## src/rtl/sdf_pkg.sv

```systemverilog
// sdf_pkg: shared state type and default sizing for the SDF FFT frame controller.
package sdf_pkg;
    typedef enum logic [1:0] {IDLE, RUN, WAIT, FLUSH} state_t;
    localparam int SDF_WIDTH     = 8;
    localparam int SDF_N         = 16;
    localparam int SDF_LOG2N     = 4;
    localparam int SDF_TAG_DEPTH = 4;
endpackage

```

## src/rtl/frame_tag_fifo.sv

```systemverilog
// frame_tag_fifo: 1-bit tag FIFO marking each in-flight frame as real (1) or dummy (0).
module frame_tag_fifo import sdf_pkg::*; #(
    parameter int DEPTH = SDF_TAG_DEPTH
) (
    input  logic clk,
    input  logic rst_n,
    input  logic push,
    input  logic din,
    input  logic pop,
    output logic dout,
    output logic full,
    output logic empty
);
    localparam int AW = $clog2(DEPTH);
    localparam int CW = $clog2(DEPTH + 1);
    logic [DEPTH-1:0] mem;
    logic [AW-1:0] wp, rp;
    logic [CW-1:0] cnt;
    logic do_push, do_pop;
    assign full    = cnt == CW'(DEPTH);
    assign empty   = cnt == '0;
    assign dout    = mem[rp];
    assign do_pop  = pop && !empty;
    // a pop frees the slot in the same cycle, so a full FIFO may still take a push
    assign do_push = push && (!full || do_pop);
    always_ff @(posedge clk or negedge rst_n) begin
        if (!rst_n) begin
            mem <= '0;
            wp  <= '0;
            rp  <= '0;
            cnt <= '0;
        end else begin
            if (do_push) begin
                mem[wp] <= din;
                wp      <= wp == AW'(DEPTH - 1) ? '0 : wp + AW'(1);
            end
            if (do_pop)
                rp <= rp == AW'(DEPTH - 1) ? '0 : rp + AW'(1);
            cnt <= cnt + CW'(do_push) - CW'(do_pop);
        end
    end
endmodule

```

## src/rtl/sdf_frame_ctrl.sv

```systemverilog
// sdf_frame_ctrl: admits N-point frames into the SDF pipeline, flushes with a dummy frame
// when the source idles, and strips dummy samples from the tagged output stream.
module sdf_frame_ctrl import sdf_pkg::*; #(
    parameter int WIDTH     = SDF_WIDTH,
    parameter int N         = SDF_N,
    parameter int LOG2N     = SDF_LOG2N,
    parameter int IDLE_WAIT = 4,
    parameter int TAG_DEPTH = SDF_TAG_DEPTH
) (
    input  logic             clk,
    input  logic             rst_n,
    input  logic             s_valid,
    output logic             s_ready,
    input  logic [WIDTH-1:0] s_re,
    input  logic [WIDTH-1:0] s_im,
    output logic             fft_en,
    output logic [WIDTH-1:0] fft_re,
    output logic [WIDTH-1:0] fft_im,
    output logic [LOG2N-1:0] fft_cnt,
    input  logic             fft_en_out,
    input  logic [WIDTH-1:0] fft_out_re,
    input  logic [WIDTH-1:0] fft_out_im,
    output logic             m_valid,
    output logic [WIDTH-1:0] m_re,
    output logic [WIDTH-1:0] m_im,
    output logic [LOG2N-1:0] m_idx,
    output logic             m_last,
    output logic             frame_done,
    output logic             busy,
    output logic             tag_err
);
    localparam int IW = $clog2(IDLE_WAIT + 1);
    localparam logic [LOG2N-1:0] LAST = LOG2N'(N - 1);
    state_t state;
    logic [LOG2N-1:0] in_cnt, flush_cnt, out_cnt;
    logic [IW-1:0] idle_cnt;
    logic accept, push, pop, full, empty, head, real_head, done_pend;
    assign s_ready   = state != FLUSH && !full;
    assign accept    = s_valid && s_ready;
    assign push      = (accept && in_cnt == '0) || (state == FLUSH && flush_cnt == '0);
    assign pop       = fft_en_out && out_cnt == LAST;
    assign real_head = !empty && head;
    assign busy      = state != IDLE || !empty;

    frame_tag_fifo #(.DEPTH(TAG_DEPTH)) u_tags (
        .clk   (clk),
        .rst_n (rst_n),
        .push  (push),
        .din   (accept),
        .pop   (pop),
        .dout  (head),
        .full  (full),
        .empty (empty)
    );

    always_ff @(posedge clk or negedge rst_n) begin
        if (!rst_n) begin
            state     <= IDLE;
            in_cnt    <= '0;
            flush_cnt <= '0;
            idle_cnt  <= '0;
            fft_en    <= 1'b0;
            fft_re    <= '0;
            fft_im    <= '0;
            fft_cnt   <= '0;
        end else begin
            fft_en <= accept || state == FLUSH;
            if (accept) begin
                fft_re  <= s_re;
                fft_im  <= s_im;
                fft_cnt <= in_cnt;
                in_cnt  <= in_cnt + LOG2N'(1);
            end else if (state == FLUSH) begin
                fft_re    <= '0;
                fft_im    <= '0;
                fft_cnt   <= flush_cnt;
                flush_cnt <= flush_cnt + LOG2N'(1);
            end
            case (state)
                IDLE: if (accept) state <= RUN;
                RUN: if (accept && in_cnt == LAST) begin
                    state    <= WAIT;
                    idle_cnt <= '0;
                end
                // the flush waits for a free tag slot so its dummy tag is never lost
                WAIT: if (accept) state <= RUN;
                      else if (idle_cnt == IW'(IDLE_WAIT)) state <= full ? WAIT : FLUSH;
                      else idle_cnt <= idle_cnt + IW'(1);
                FLUSH: if (flush_cnt == LAST) state <= IDLE;
                default: state <= IDLE;
            endcase
        end
    end

    always_ff @(posedge clk or negedge rst_n) begin
        if (!rst_n) begin
            out_cnt    <= '0;
            m_valid    <= 1'b0;
            m_re       <= '0;
            m_im       <= '0;
            m_idx      <= '0;
            m_last     <= 1'b0;
            done_pend  <= 1'b0;
            frame_done <= 1'b0;
            tag_err    <= 1'b0;
        end else begin
            m_valid    <= fft_en_out && real_head;
            m_last     <= fft_en_out && real_head && out_cnt == LAST;
            done_pend  <= pop && real_head;
            frame_done <= done_pend;
            tag_err    <= tag_err || (pop && empty);
            if (fft_en_out) begin
                m_re    <= fft_out_re;
                m_im    <= fft_out_im;
                m_idx   <= out_cnt;
                out_cnt <= out_cnt + LOG2N'(1);
            end
        end
    end
endmodule

```

## config.mk

```make
export PLATFORM = sky130hd
export DESIGN_NAME = sdf_frame_ctrl
export DESIGN_NICKNAME = d
export VERILOG_FILES = /design/src/rtl/sdf_pkg.sv /design/src/rtl/frame_tag_fifo.sv /design/src/rtl/sdf_frame_ctrl.sv
export SDC_FILE = /design/constraint.sdc
export NUM_CORES = 1
export LEC_CHECK = 0
export ABC_CLOCK_PERIOD_IN_PS = 4600
export CAP_MARGIN = 25
export CORE_UTILIZATION = 53
export CTS_CLUSTER_DIAMETER = 30
export DETAILED_ROUTE_END_ITERATION = 12
export PLACE_DENSITY = 0.91
export SYNTH_ARGS = -nofsm -noshare
export SYNTH_HDL_FRONTEND = slang
export SYNTH_HIERARCHICAL = 1
export SYNTH_SLANG_ARGS = --single-unit
```

## constraint.sdc

```tcl
create_clock -name clk -period 4.6 [get_ports clk]
set_clock_uncertainty 0.2 [all_clocks]
set_input_delay 0.92 -clock clk [delete_from_list [all_inputs] [get_ports clk]]
set_output_delay 0.92 -clock clk [all_outputs]
set_load 0.1 [all_outputs]
```

Word-level counts from Yosys, hierarchy flattened
Index checks and enable logic that the tools add are counted.
Storage, ports and cells
  register bits after elaboration: 74
  input bits: 36
  output and inout port bits: 47
  logic and storage cells: 104
Operators by class
  add/sub/neg operators: 8
  magnitude comparators: 3
  eq/ne operators: 17
  mux-type cells: 23
  bitwise logic cells: 1
  reduce and logical (&&, ||, !) cells: 31
Operators by type and width (count)
  2-to-1 mux 8 bit: 3
  logical AND 1 bit: 14
  2-to-1 mux 2 bit: 7
  adder 4 x 1 -> 4 bit, second input constant: 3
  == test 4 bit, second input constant: 3
  inequality test 2 bit, second input constant: 5
  2-to-1 mux 3 bit: 3
  == test 2 bit, second input constant: 4
  zero test 4 bit: 2
  2-to-1 mux 4 bit: 2
  case mux 2 bit (4 select lines): 1
  AND reduction 4 bit: 2
  == test 3 bit, second input constant: 2
  less-than comparator 2 x 3 -> 1 bit, second input constant: 2
  case mux 3 bit (2 select lines): 1
  nonzero test 2 bit: 3
  logical OR 1 bit: 5
  adder 2 x 1 -> 2 bit, second input constant: 2
  bitwise mux 4 bit: 1
  adder 3 x 1 -> 3 bit: 1
  adder 3 x 1 -> 3 bit, second input constant: 1
  zero test 3 bit: 1
  2-to-1 mux 1 bit: 3
  inequality test 3 bit, second input constant: 1
  10 further kinds: 11

Logic depth before layout (Yosys ltp)
  depth after elaboration: 9
  mapped depth: 13
  gate-level depth less buffers: 12

Modules after synthesis
The synthesis kept the hierarchy.
Modules (own cells, without submodules)
  sdf_frame_ctrl: instances 1, cells each 235, area an instance 2700.1 µm², seq. area each 1576.5 µm²
  frame_tag_fifo: instances 1, cells each 51, area an instance 636.9 µm², seq. area each 275.3 µm²

Worst setup path before layout
Ideal clock, no wire load.
  path kind: register to output
  start: reg state[1]
  end: out s_ready
  data arrival time: 2.172 ns
  data required time: 3.480 ns
  slack: 1.308 ns
  stages on the path, launching flop included: 6
  buffers on the path: 3
  cells stage by stage: dfrtp_1 > buf_4 > and2_4 > buf_6 > buf_2 > nor2_1
Between the ends
  cells in the longest elaborated chain, start to end: 2
RTL lines
  from (decl): line sdf_frame_ctrl.sv:34  | state_t state;
  from (signal assigned): line sdf_frame_ctrl.sv:87  | else if (idle_cnt == IW'(IDLE_WAIT)) state <= full ? WAIT : FLUSH;
  inequality test 2 bit: line sdf_frame_ctrl.sv:38  | assign s_ready = state != FLUSH && !full;
  logical AND 1 bit: line sdf_frame_ctrl.sv:38
  to (decl): line sdf_frame_ctrl.sv:13  | output logic s_ready,
No other way between the ends.

Worst setup path after layout
  start: reg u_tags.cnt[1]
  end: out busy
Between the ends
  cells in the longest elaborated chain, start to end: 3
RTL lines
  from (decl): line frame_tag_fifo.sv:18  | logic [CW-1:0] cnt;
  from (signal assigned): line frame_tag_fifo.sv:39  | cnt <= cnt + CW'(do_push) - CW'(do_pop);
  zero test 3 bit: line frame_tag_fifo.sv:21  | assign empty = cnt == '0;
  via empty: line sdf_frame_ctrl.sv:37  | logic accept, push, pop, full, empty, head, real_head, done_pend;
  zero test 1 bit: line sdf_frame_ctrl.sv:43  | assign busy = state != IDLE || !empty;
  logical OR 1 bit: line sdf_frame_ctrl.sv:43
  to (decl): line sdf_frame_ctrl.sv:29  | output logic busy,
The timed path passes the listed nets, and every way through them passes these cells.

==> flow_results.org <==
** Logic synthesis
- Counting every instance in the synthesized netlist gives 286.
- Ranked by total cell area, the synthesized netlist is headed by sky130_fd_sc_hd__dfrtp_1 (55%), sky130_fd_sc_hd__mux2_2 (7.8%), sky130_fd_sc_hd__nand2_1 (6.2%).
- Cell type contributing the most total cell area after synthesis :: sky130_fd_sc_hd__dfrtp_1
- Netlist area before placement :: 3340 um2
- Synthesized netlist net count :: 337
- Synth top area share :: 55.5%
- A synthesized cell averages 11.7 um2.
- Total of flip-flops plus latches after synthesis :: 74
- Number of enable-type register cells in the synthesized netlist :: 0
- After synthesis, the share of flip-flops with an asynchronous set or reset is 100%.
- The number of different library cells used by synthesis comes to 39.
- Sequential cells were found to cover 55.5% of the synthesized design area.
- Most used DFF post-synth :: sky130_fd_sc_hd__dfrtp_1
- Number of warning messages in the yosys log :: 6

** STA
- Final period util :: 77.9%
- Number of hold violations in the final report :: 0
- Worst-margin pin slew :: 1.01 ns
- Maximum frequency from static timing analysis :: 0.279 GHz
- Setup repair after global routing left no endpoint under its margin.
- Slew Limit Headroom :: 32.7%
- The number of max-slew violations in the final report came to 0.
- Setup violations remaining at the end of the flow were counted as 0.
- Final hold analysis gives a worst-case slack of 0.147 ns.
- Setup TNS Final :: 0 ns
- Time the worst path needs with I/O delays and setup :: 3.59 ns

** Finish
- Sequential cell area in the final layout :: 1850 um2
- The area growth from synthesis to layout is 30.9%.
- Leading cell type in the layout, fill and taps excluded :: sky130_fd_sc_hd__clkdlybuf4s50_1
- Summing all multi-input logic gate instances after layout gives 1340 um2.
- The library cells used most frequently in the layout, excluding fill and tap cells, are sky130_fd_sc_hd__clkdlybuf4s50_1 (81), sky130_fd_sc_hd__dfrtp_1 (74), sky130_fd_sc_hd__nand2_1 (55), sky130_fd_sc_hd__mux2_2 (23), sky130_fd_sc_hd__a21oi_1 (18).
- Share of layout cells above drive strength 1 :: 14.7%
- Net count, final :: 420
- Layout fillers :: 390
- Antenna diode count :: 0

** Power
- Peak ir drop on the vdd network :: 0.000643 V
- Summed over all cells, the static leakage comes to 0.00196 uW.
- Power per Cell Area :: 776 nW/um2

** Clock tree
- Worst-skew pair later-pin latency :: 0.34 ns
- Number of sinks driven by the clock tree :: 74
- Clock-pin slew was measured on the worst setup and hold paths at 0.08 ns.
- In this run the number of H-tree levels came out at 3.
- After clock tree synthesis, the flow added hold-fix buffers numbering 0.
- TritonCTS clock tree :: done
- Buffers added to address setup during post-CTS repair amount to 0.
- The cell sitting at the root of the clock tree is a sky130_fd_sc_hd__clkbuf_8.
- Maximum count of clock buffers along a single path :: 2
- Gates resized during post-CTS repair numbered 0.
- Num CTS Buffers :: 9

** Floorplan
- Core area :: 5990 um2
- The die covers 6620 um2.
- Die X :: 81.4 um
- I/O pin cnt :: 83
- In this run the core area contains 28 standard-cell rows.
- Starting density of the core :: 55.7%
- The floorplan step set the die height to 81.4 um.

** Routing
- DR vias/cell :: 5.26
- Number of iterations in the first detailed-routing pass :: 4
- After the first detailed-routing iteration, the DRC count stood at 201.
- DR DRC count :: 0
- Via count of the routed design :: 2363
- Average routed wire per standard cell :: 15.6 um
- Remaining antenna violation count :: 0
- Final WL :: 6980 um

** Global route
- The global routing stage identified its most utilized layer as met2.
- Vias in the first global route :: 2309
- Across every metal layer, demand over resource in global routing totals 22.9%.
- Met3 Use GR :: 4.16%
- Global-route wire length before repair :: 11000 um
- For met2 alone, demand over resource in global routing was 39.6%.
- The initial antenna violation count was 0.
- Pin count of the biggest net entering global routing :: 45
- In the global route stage, met1 resource usage came out at 27.7%.
- Aggregate global routing overflow :: 0

** Worst setup path
- Arrival time worst endpoint :: 2.47 ns
- Largest fanout on the critical path :: 6
- Type of origin of the critical path :: flip-flop
- The critical path in this run is classified as flip-flop to output port.
- Required time of the worst setup path :: 3.48 ns
- CP endpoint kind :: output port

** Run status
- Run status :: finished, final reports clean

** Run
- Max_cap viols :: 0

** Placement
- Quantity of I/O buffers inserted on ports :: 82
- The congestion estimate from routability-driven global placement came to 0.854.
- Half-perimeter wire length of the detailed placement result :: 5110 um

** Min path
- Worst hold path type :: flip-flop to flip-flop
layer usage:
layer / share of wire (%) / vias to the layer above
li1: - / 1120
met1: 41 / 1151
met2: 52 / 80
met3: 5.4 / 12
met4: 1.9 / 0
met5: 0 / -
registers in the layout, indices dropped and copies added (netlist names), 8 cells and up:
| register | count |
|---|---|
| m_re | 8 |
| fft_re | 8 |
| m_im | 8 |
| fft_im | 8 |
worst max-delay path, stage by stage (launching register included):
cell                              delay (ns)
sky130_fd_sc_hd__dfrtp_1                0.49
sky130_fd_sc_hd__nor3_1                 0.50
sky130_fd_sc_hd__nand2_1                0.14
sky130_fd_sc_hd__clkdlybuf4s50_1        1.00
through the flow:
stage / area [um2] / power (uW) / utilization (%) / cells / setup slack (ns)
5_1_grt: 4370 / 3560 / 72.9 / 449 / 0.917
2_1_floorplan: 3340 / 2470 / - / 286 / 1.31
3_5_place_dp: 4170 / 2920 / 69.7 / 433 / 0.850
4_1_cts: 4370 / 3410 / 72.9 / 449 / 0.997
6_report: 4370 / 3390 / 72.9 / 449 / 1.01
3_3_place_gp: 4170 / 2830 / 69.7 / 433 / 1.01
report_power, final:
part	leakage [uW]	switching, uW	internal [uW]	total, uW
combinational	0.000961	1310	518	1830
clock	0.0000889	236	251	487
sequential	0.000909	199	880	1080
cell usage after synthesis, drive strengths merged, types with 3 or more instances:
master and count:
a21o 3, a21oi 18, a31oi 5, and3b 3, buf 13, dfrtp 74
ha 14, inv 13, mux2 30, nand2 55, nand2b 3, nand4 5
nor2 20, nor3 3, o21ai 3, xnor2 10
cell type report:
cell class                 count  area share, %
inverter                      13           1.12
clock buffer                  10           2.92
timing repair buffer          85           19.2
clock inverter                 6           1.52
multi-input combinational    186           30.7
sequential                    74           42.4
tap                           75           2.15
kinds of logic (layout without fill, tap and decap cells):
| group | count (synthesis) | after routing | share of synthesized area [%] |
|---|---|---|---|
| XOR/XNOR | 11 | 11 | 2.89 |
| buffers and inverters | 26 | 114 | 4.31 |
| adder cells (fa/ha/maj) | 15 | 15 | 5.85 |
| multiplexers | 31 | 31 | 11.1 |
| flip-flops | 74 | 74 | 55.5 |
| AND/OR/NAND/NOR | 96 | 96 | 14.5 |
| AO/OA/AOI/OAI | 33 | 33 | 5.77 |
final timing paths:
kind | start | slack, ns | cells after the start | to
max reg2reg | state[1]$_DFFE_PN0P_ | 1.26 | 11 | u_tags/cnt[2]$_DFF_PN0_
min | done_pend$_DFF_PN0_ | 0.15 | 0 | frame_done$_DFF_PN0_
min reg2reg | done_pend$_DFF_PN0_ | 0.15 | 0 | frame_done$_DFF_PN0_
min in group asynchronous | rst_n | 0.40 | 1 | out_cnt[1]$_DFFE_PN0P_
max | u_tags/cnt[1]$_DFF_PN0_ | 1.01 | 3 | busy
max in group asynchronous | rst_n | 2.81 | 2 | idle_cnt[1]$_DFFE_PN0P_
No activity file was read; power rests on OpenSTA's default activity.
